==> config.mk <==
export PLATFORM = sky130hd
export DESIGN_NAME = jedro_1_core
export DESIGN_NICKNAME = d
export VERILOG_FILES = /design/src/rtl/jedro_1_core.sv
export SDC_FILE = /design/constraint.sdc
export NUM_CORES = 1
export LEC_CHECK = 0
export ABC_CLOCK_PERIOD_IN_PS = 1600
export CAP_MARGIN = 20
export CORE_MARGIN = 2
export CORE_UTILIZATION = 29
export DETAILED_ROUTE_END_ITERATION = 10
export GPL_TIMING_DRIVEN = 0
export PLACE_DENSITY = 0.78
export SLEW_MARGIN = 20
export SYNTH_ARGS = -nofsm -noshare
export SYNTH_HDL_FRONTEND = slang
export SYNTH_SLANG_ARGS = --single-unit
==> constraint.sdc <==
create_clock -name clk_i -period 1.6 [get_ports clk_i]
set_input_delay 0.32 -clock clk_i [delete_from_list [all_inputs] [get_ports clk_i]]
set_output_delay 0.32 -clock clk_i [all_outputs]
set_load 0.01 [all_outputs]
==> src/rtl/jedro_1_core.sv <==
// Minimal RV32I core: three-stage pipeline (fetch, decode-register, execute/writeback)
// executing OP-IMM ALU instructions and LUI; every other encoding retires as a NOP.

module jedro_1_regfile #(
  parameter int DATA_WIDTH = 32
) (
  input  logic                  clk,
  input  logic                  rstn,
  input  logic                  we,
  input  logic [4:0]            waddr,
  input  logic [DATA_WIDTH-1:0] wdata,
  input  logic [4:0]            raddr_a,
  output logic [DATA_WIDTH-1:0] rdata_a,
  input  logic [4:0]            raddr_b,
  output logic [DATA_WIDTH-1:0] rdata_b
);
  logic [DATA_WIDTH-1:0] regfile [0:31];

  always_ff @(posedge clk or negedge rstn) begin
    if (!rstn) begin
      for (int i = 0; i < 32; i++) regfile[i] <= '0;
    end else if (we && (waddr != 5'd0)) begin
      regfile[waddr] <= wdata;
    end
  end

  // x0 is hardwired to zero on both read ports.
  assign rdata_a = (raddr_a == 5'd0) ? '0 : regfile[raddr_a];
  assign rdata_b = (raddr_b == 5'd0) ? '0 : regfile[raddr_b];
endmodule

module jedro_1_core #(
  parameter int DATA_WIDTH = 32,
  parameter int ADDR_WIDTH = 32
) (
  input  logic                  clk_i,
  input  logic                  rstn_i,
  output logic [ADDR_WIDTH-1:0] instr_addr_o,
  input  logic [DATA_WIDTH-1:0] instr_rdata_i,
  output logic [ADDR_WIDTH-1:0] data_addr_o,
  output logic [DATA_WIDTH-1:0] data_wdata_o,
  output logic [3:0]            data_we_o,
  input  logic [DATA_WIDTH-1:0] data_rdata_i
);
  localparam logic [6:0]            OPC_OP_IMM = 7'b0010011;
  localparam logic [6:0]            OPC_LUI    = 7'b0110111;
  localparam logic [DATA_WIDTH-1:0] NOP_INSTR  = DATA_WIDTH'(32'h0000_0013);

  logic [ADDR_WIDTH-1:0] pc;
  logic                  fetch_valid;
  logic [DATA_WIDTH-1:0] dec_instr;
  logic                  dec_valid;

  // Fetch: the PC is the address presented to the synchronous ROM.
  always_ff @(posedge clk_i or negedge rstn_i) begin
    if (!rstn_i) begin
      pc          <= '0;
      fetch_valid <= 1'b0;
    end else begin
      pc          <= pc + ADDR_WIDTH'(4);
      fetch_valid <= 1'b1;
    end
  end

  // Decode register: the ROM word is only trusted once a real fetch has been issued.
  always_ff @(posedge clk_i or negedge rstn_i) begin
    if (!rstn_i) begin
      dec_instr <= NOP_INSTR;
      dec_valid <= 1'b0;
    end else begin
      dec_instr <= fetch_valid ? instr_rdata_i : NOP_INSTR;
      dec_valid <= fetch_valid;
    end
  end

  logic [6:0]            opcode;
  logic [2:0]            funct3;
  logic [4:0]            rd;
  logic [4:0]            rs1;
  logic [4:0]            rs2;
  logic [4:0]            shamt;
  logic [DATA_WIDTH-1:0] imm_i;
  logic [DATA_WIDTH-1:0] imm_u;
  logic [DATA_WIDTH-1:0] rs1_data;
  logic [DATA_WIDTH-1:0] rs2_data;
  logic [DATA_WIDTH-1:0] wb_data;
  logic                  wb_en;

  assign opcode = dec_instr[6:0];
  assign funct3 = dec_instr[14:12];
  assign rd     = dec_instr[11:7];
  assign rs1    = dec_instr[19:15];
  assign rs2    = dec_instr[24:20];
  assign shamt  = dec_instr[24:20];
  assign imm_i  = {{(DATA_WIDTH-12){dec_instr[31]}}, dec_instr[31:20]};
  assign imm_u  = {dec_instr[31:12], {(DATA_WIDTH-20){1'b0}}};

  jedro_1_regfile #(.DATA_WIDTH(DATA_WIDTH)) regfile_inst (
    .clk     (clk_i),
    .rstn    (rstn_i),
    .we      (wb_en),
    .waddr   (rd),
    .wdata   (wb_data),
    .raddr_a (rs1),
    .rdata_a (rs1_data),
    .raddr_b (rs2),
    .rdata_b (rs2_data)
  );

  // Execute/writeback: operands are read here, so a result written at an edge
  // is already visible to the instruction executing in the following cycle.
  always_comb begin
    wb_en   = 1'b0;
    wb_data = '0;
    if (dec_valid) begin
      if (opcode == OPC_LUI) begin
        wb_en   = 1'b1;
        wb_data = imm_u;
      end else if (opcode == OPC_OP_IMM) begin
        wb_en = 1'b1;
        case (funct3)
          3'b000: wb_data = rs1_data + imm_i;
          3'b010: wb_data = {{(DATA_WIDTH-1){1'b0}}, ($signed(rs1_data) < $signed(imm_i))};
          3'b011: wb_data = {{(DATA_WIDTH-1){1'b0}}, (rs1_data < imm_i)};
          3'b100: wb_data = rs1_data ^ imm_i;
          3'b110: wb_data = rs1_data | imm_i;
          3'b111: wb_data = rs1_data & imm_i;
          3'b001: wb_data = rs1_data << shamt;
          default: wb_data = dec_instr[30] ? DATA_WIDTH'($signed(rs1_data) >>> shamt)
                                           : (rs1_data >> shamt);
        endcase
      end
    end
  end

  assign instr_addr_o = pc;
  assign data_addr_o  = '0;
  assign data_wdata_o = '0;
  assign data_we_o    = 4'b0000;

  // Data read port and second register read port are not consumed by this core.
  logic unused_inputs;
  assign unused_inputs = ^{data_rdata_i, rs2_data};
endmodule

; After elaboration in Yosys (flattened, before gate mapping)
; Cells that the tools add are included.
[word_totals]
wordCells = 2
input_bits = 66
rom_bits = 0
memories = 0
mem_bits_rw = 0
output_inout_bits = 100
latch_bits = 0
reg_bits = 32
[classes]
magnitude_cmp = 0
mux = 0
n_bitwise = 0
add_sub_neg = 1
n_mul = 0
shift = 0
n_div = 0
n_eq_ne = 0
reduce_logical = 0
[ops]
columns = op, count
row1 = "adder 32 x 3 -> 32 bit, second input constant", 1

; Depth between registers and ports, before layout
[depth]
word_depth = 1
depth_mapped = 5
ltp_nobuf = 5

; Worst setup path before layout
; OpenSTA, ideal clock, no wires.
[synth_path]
path_kind = register to register
start = register pc[2], in the netlist instr_addr_o[2]
end = register pc[30], in the netlist instr_addr_o[30]
path_stages_with_launch = 6
arrival_time_ns = 1.464
n_path_buf = 0
t_required_ns = 1.475
synth_period_minus_slack_ns = 1.589
path_slack_ns = 0.011
cell_sequence = dfrtp_1 > ha_1 > nand3_1 > nor4_4 > nand4_1 > xnor2_1
[synth_between]
elab_chain_len = 1
[synth_rtl]
columns = element, line_no
row1 = from (decl), 49  ; logic [ADDR_WIDTH-1:0] pc;
row2 = from (signal assigned), 60  ; pc <= pc + ADDR_WIDTH'(4);
row3 = adder 32 x 3 -> 32 bit, 60
; No other way between the ends.

; Worst setup path after layout
[layout_path]
start = register pc[13], in the netlist instr_addr_o[13]
end = output port instr_addr_o[13]
[layout_lines]
columns = element, line_no
row1 = to (decl), 38  ; output logic [ADDR_WIDTH-1:0] instr_addr_o,
; No word-level cell between the ends.

==> results.sh <==
export IMPL_status="complete, no violations"
export IMPL_die_h_um=84.4
export IMPL_cp_arrival_ps=1260
export IMPL_cts_sinks=30
export IMPL_cts_max_path_buffers=2
export IMPL_drt_iter0_drc=52
export IMPL_leakage_nw=1.69
export IMPL_final_hold_viol_count=0
export IMPL_p_sw_uw=391
export IMPL_dp_cells=358
export IMPL_p_int_mw=1.16
export IMPL_syn_avg_cell_area_um2=10.4
export IMPL_swShare_pct=25.2
export IMPL_drt_total_wl_um=3580
export IMPL_syn_to_final_growth_pct=49.3
export IMPL_final_cell_area_mm2=0.00280
export IMPL_cp_slowest_stage_delay_ps=560
export IMPL_grt_pass1_vias=1168
export IMPL_clk_pin_slew_ps=70
export IMPL_power_frac_clock_pct=36.9
export IMPL_dieArea_mm2=0.00712
export IMPL_worst_path_max_fanout=6
export IMPL_cts_hold_fix_buffers=0
export IMPL_skew_ps=8.83
export IMPL_place_gp_congestion=0.700
export IMPL_antenna_found_initial=0
export IMPL_r2r_end="instr_addr_o[15]"
export IMPL_antennaDiodeCount=0
export IMPL_cts_root_buf="clkbuf_8"
export IMPL_route_detailed_drc=0
export IMPL_crit_buf_inv=1
export IMPL_core_area_mm2=0.00631
export IMPL_placed_area_mm2=0.00253
export IMPL_crit_required_ps=1280
export IMPL_drv_slew=0
export IMPL_fmax_mhz=634
export IMPL_initial_core_util_pct=29.7
export IMPL_rrSetupSlack_ps=110
export IMPL_grt_max_degree=31
export IMPL_drt_pass1_iterations=3
export IMPL_vias=1357
export IMPL_io_pins=166
export IMPL_p_per_area_mw_per_mm2=554
export IMPL_io_buffers=31
export IMPL_r2r_cells=5
export IMPL_synth_warnings=0
export IMPL_min_period_over_period_pct=98.6
export IMPL_avgRoutedWirePerCell_um=9.42
export IMPL_r2r_start="instr_addr_o[2]"
export IMPL_setup_viol=0
export IMPL_grt_overflow_total=0
export IMPL_cp_slowest_cell="clkdlybuf4s50_1"
export IMPL_cts_tree="done"
export IMPL_crit_family="buffers and inverters"
export IMPL_netlist_area_mm2=0.00187
export IMPL_ir_drop_uv=240
export IMPL_final_cells=380
export IMPL_clkLatencyLatePin_ps=280
export IMPL_cts_buffers=5
export IMPL_cts_max_level=2
export IMPL_dp_hpwl_um=2640
export IMPL_min_period_ps=1580
export IMPL_drive_gt1_share_pct=38.0
export IMPL_slew_headroom_pct=56.5
export IMPL_rows=29
export IMPL_seq_area_frac_synth_pct=40.1
export IMPL_postLayoutCoreUtil_pct=44.3
export IMPL_maxCapViolations=0
export IMPL_worstPathCellList="clkdlybuf4s50_1"
export IMPL_largest_reg_flops=30
export IMPL_post_drt_via_cell_ratio=3.57
export IMPL_track_usage_pct=9.61
export IMPL_worstSetupPathType="reg -> out"
export IMPL_cp_start_kind="register"
export IMPL_p_seq_share_pct=48.9
export IMPL_worst_pin_slew_ps=653
export IMPL_die_w_um=84.4
export IMPL_cp_end_kind="primary output"
export IMPL_syn_inst=181
export IMPL_ys_seq_elements=30
export IMPL_final_nets=370
export IMPL_pwr_share_comb_pct=14.2
export IMPL_postRouteAntennaNets=0
export IMPL_hold_path_class="in -> async"
export IMPL_ys_types=20
export IMPL_grt_pass1_wl_um=5380
-- metrics by stage --
| step | hold WS (ps) | power, mW | setup WS [ps] | TNS [ps] |
|---|---|---|---|---|
| 3_3_place_gp | 473 | 0.987 | -239 | -8440 |
| 6_report | 64.6 | 1.55 | 22.5 | 0 |
| 3_5_place_dp | 381 | 0.986 | -245 | -1600 |
| 2_1_floorplan | 24.4 | 0.971 | 11.0 | 0 |
| 5_1_grt | 114 | 1.62 | -7.01 | -11.2 |
| 4_1_cts | 79.9 | 1.55 | -30.4 | -30.4 |
-- logic make-up after synthesis --
logic type | synth area share [%]
other | 0.200
xor gates and xnor gates | 13.1
buffers and inverters | 28.6
and+or+nand+nor | 17.4
DFF | 40.1
adders and majority gates | 0.667
-- power by group through the flow --
stage	Combinational, mW	Sequential [mW]	Clock [mW]
after floorplan	0.198	0.773	0
after global placement	0.215	0.773	0
after detailed placement	0.214	0.773	0
after CTS	0.214	0.758	0.577
after global routing	0.242	0.758	0.620
final	0.221	0.758	0.572
-- cell usage after synthesis --
| library cell | n | area, um2 |
|---|---|---|
| nor4_1 | 1 | 6.26 |
| ha_1 | 1 | 12.5 |
| nand3_1 | 10 | 50.1 |
| conb_1 | 1 | 3.75 |
| nor3_1 | 3 | 15.0 |
| nand4_4 | 1 | 21.3 |
| nor2_1 | 6 | 22.5 |
| buf_4 | 70 | 526 |
| and3_1 | 4 | 25.0 |
| xnor2_1 | 19 | 166 |
| nand3_2 | 1 | 10.0 |
| xor2_1 | 9 | 78.8 |
| or2_1 | 1 | 6.26 |
| nor4_4 | 3 | 63.8 |
| nand3_4 | 1 | 17.5 |
| nand2_1 | 10 | 37.5 |
| nand4_1 | 6 | 37.5 |
| dfrtp_1 | 30 | 751 |
| nand4_2 | 1 | 12.5 |
| inv_1 | 3 | 11.3 |
-- how the worst max path moves through the flow --
stage,start,to,slack [ps],cells after the start
floorplan,instr_addr_o[2],instr_addr_o[30],10,5
global placement,rstn_i,instr_addr_o[23],-240,1
detailed placement,instr_addr_o[2],instr_addr_o[30],-240,5
CTS,instr_addr_o[3],instr_addr_o[3],-30,1
global route,instr_addr_o[18],instr_addr_o[18],-7,1
finish,instr_addr_o[13],instr_addr_o[13],20,1
-- what timing repair did --
item / CTS / global route
buffers inserted: 6 / 9
pin swaps: 2 / 4
endpoints found under the setup margin: 28 / 31
gates resized for setup: 21 / 15
gates cloned: 0 / 0
-- per-layer routing --
layer,part of all wire [%],track usage [%]
met5,0,0
met4,2.2,6.06
met3,9.5,2.65
met2,49,16.1
met1,39,10.8
-- cell type report --
type / count / area [um2]
fillers: 592 / 3510
multi-input cells: 147 / 888
flip-flops and latches: 30 / 764
plain buffers: 70 / 526
repair buffers: 46 / 434
well taps: 77 / 96.3
clock buffers: 5 / 68.8
inverters: 3 / 11.3
clock inverters: 2 / 10.0
-- placed cells by master (no fill, tap or decap) --
| master | Yosys | routed |
|---|---|---|
| and3_1 | 4 | 4 |
| buf_2 | 0 | 1 |
| buf_4 | 70 | 84 |
| buf_6 | 0 | 1 |
| clkbuf_8 | 0 | 5 |
| clkdlybuf4s50_1 | 0 | 13 |
| clkinv_2 | 0 | 2 |
| conb_1 | 1 | 70 |
| dfrtp_1 | 30 | 19 |
| dfrtp_2 | 0 | 11 |
| dlygate4sd2_1 | 0 | 8 |
| dlymetal6s2s_1 | 0 | 9 |
| ha_4 | 0 | 1 |
| inv_1 | 3 | 3 |
| nand2_1 | 10 | 10 |
| nand3_1 | 10 | 9 |
| nand3_2 | 1 | 1 |
| nand3_4 | 1 | 2 |
| nand4_1 | 6 | 6 |
| nand4_4 | 1 | 2 |
| nor2_1 | 6 | 6 |
| nor3_1 | 3 | 3 |
| nor4_2 | 0 | 1 |
| nor4_4 | 3 | 3 |
| or2_4 | 0 | 1 |
| xnor2_1 | 19 | 19 |
| xor2_1 | 9 | 9 |
Note: power is estimated with default switching activity, not from simulation.
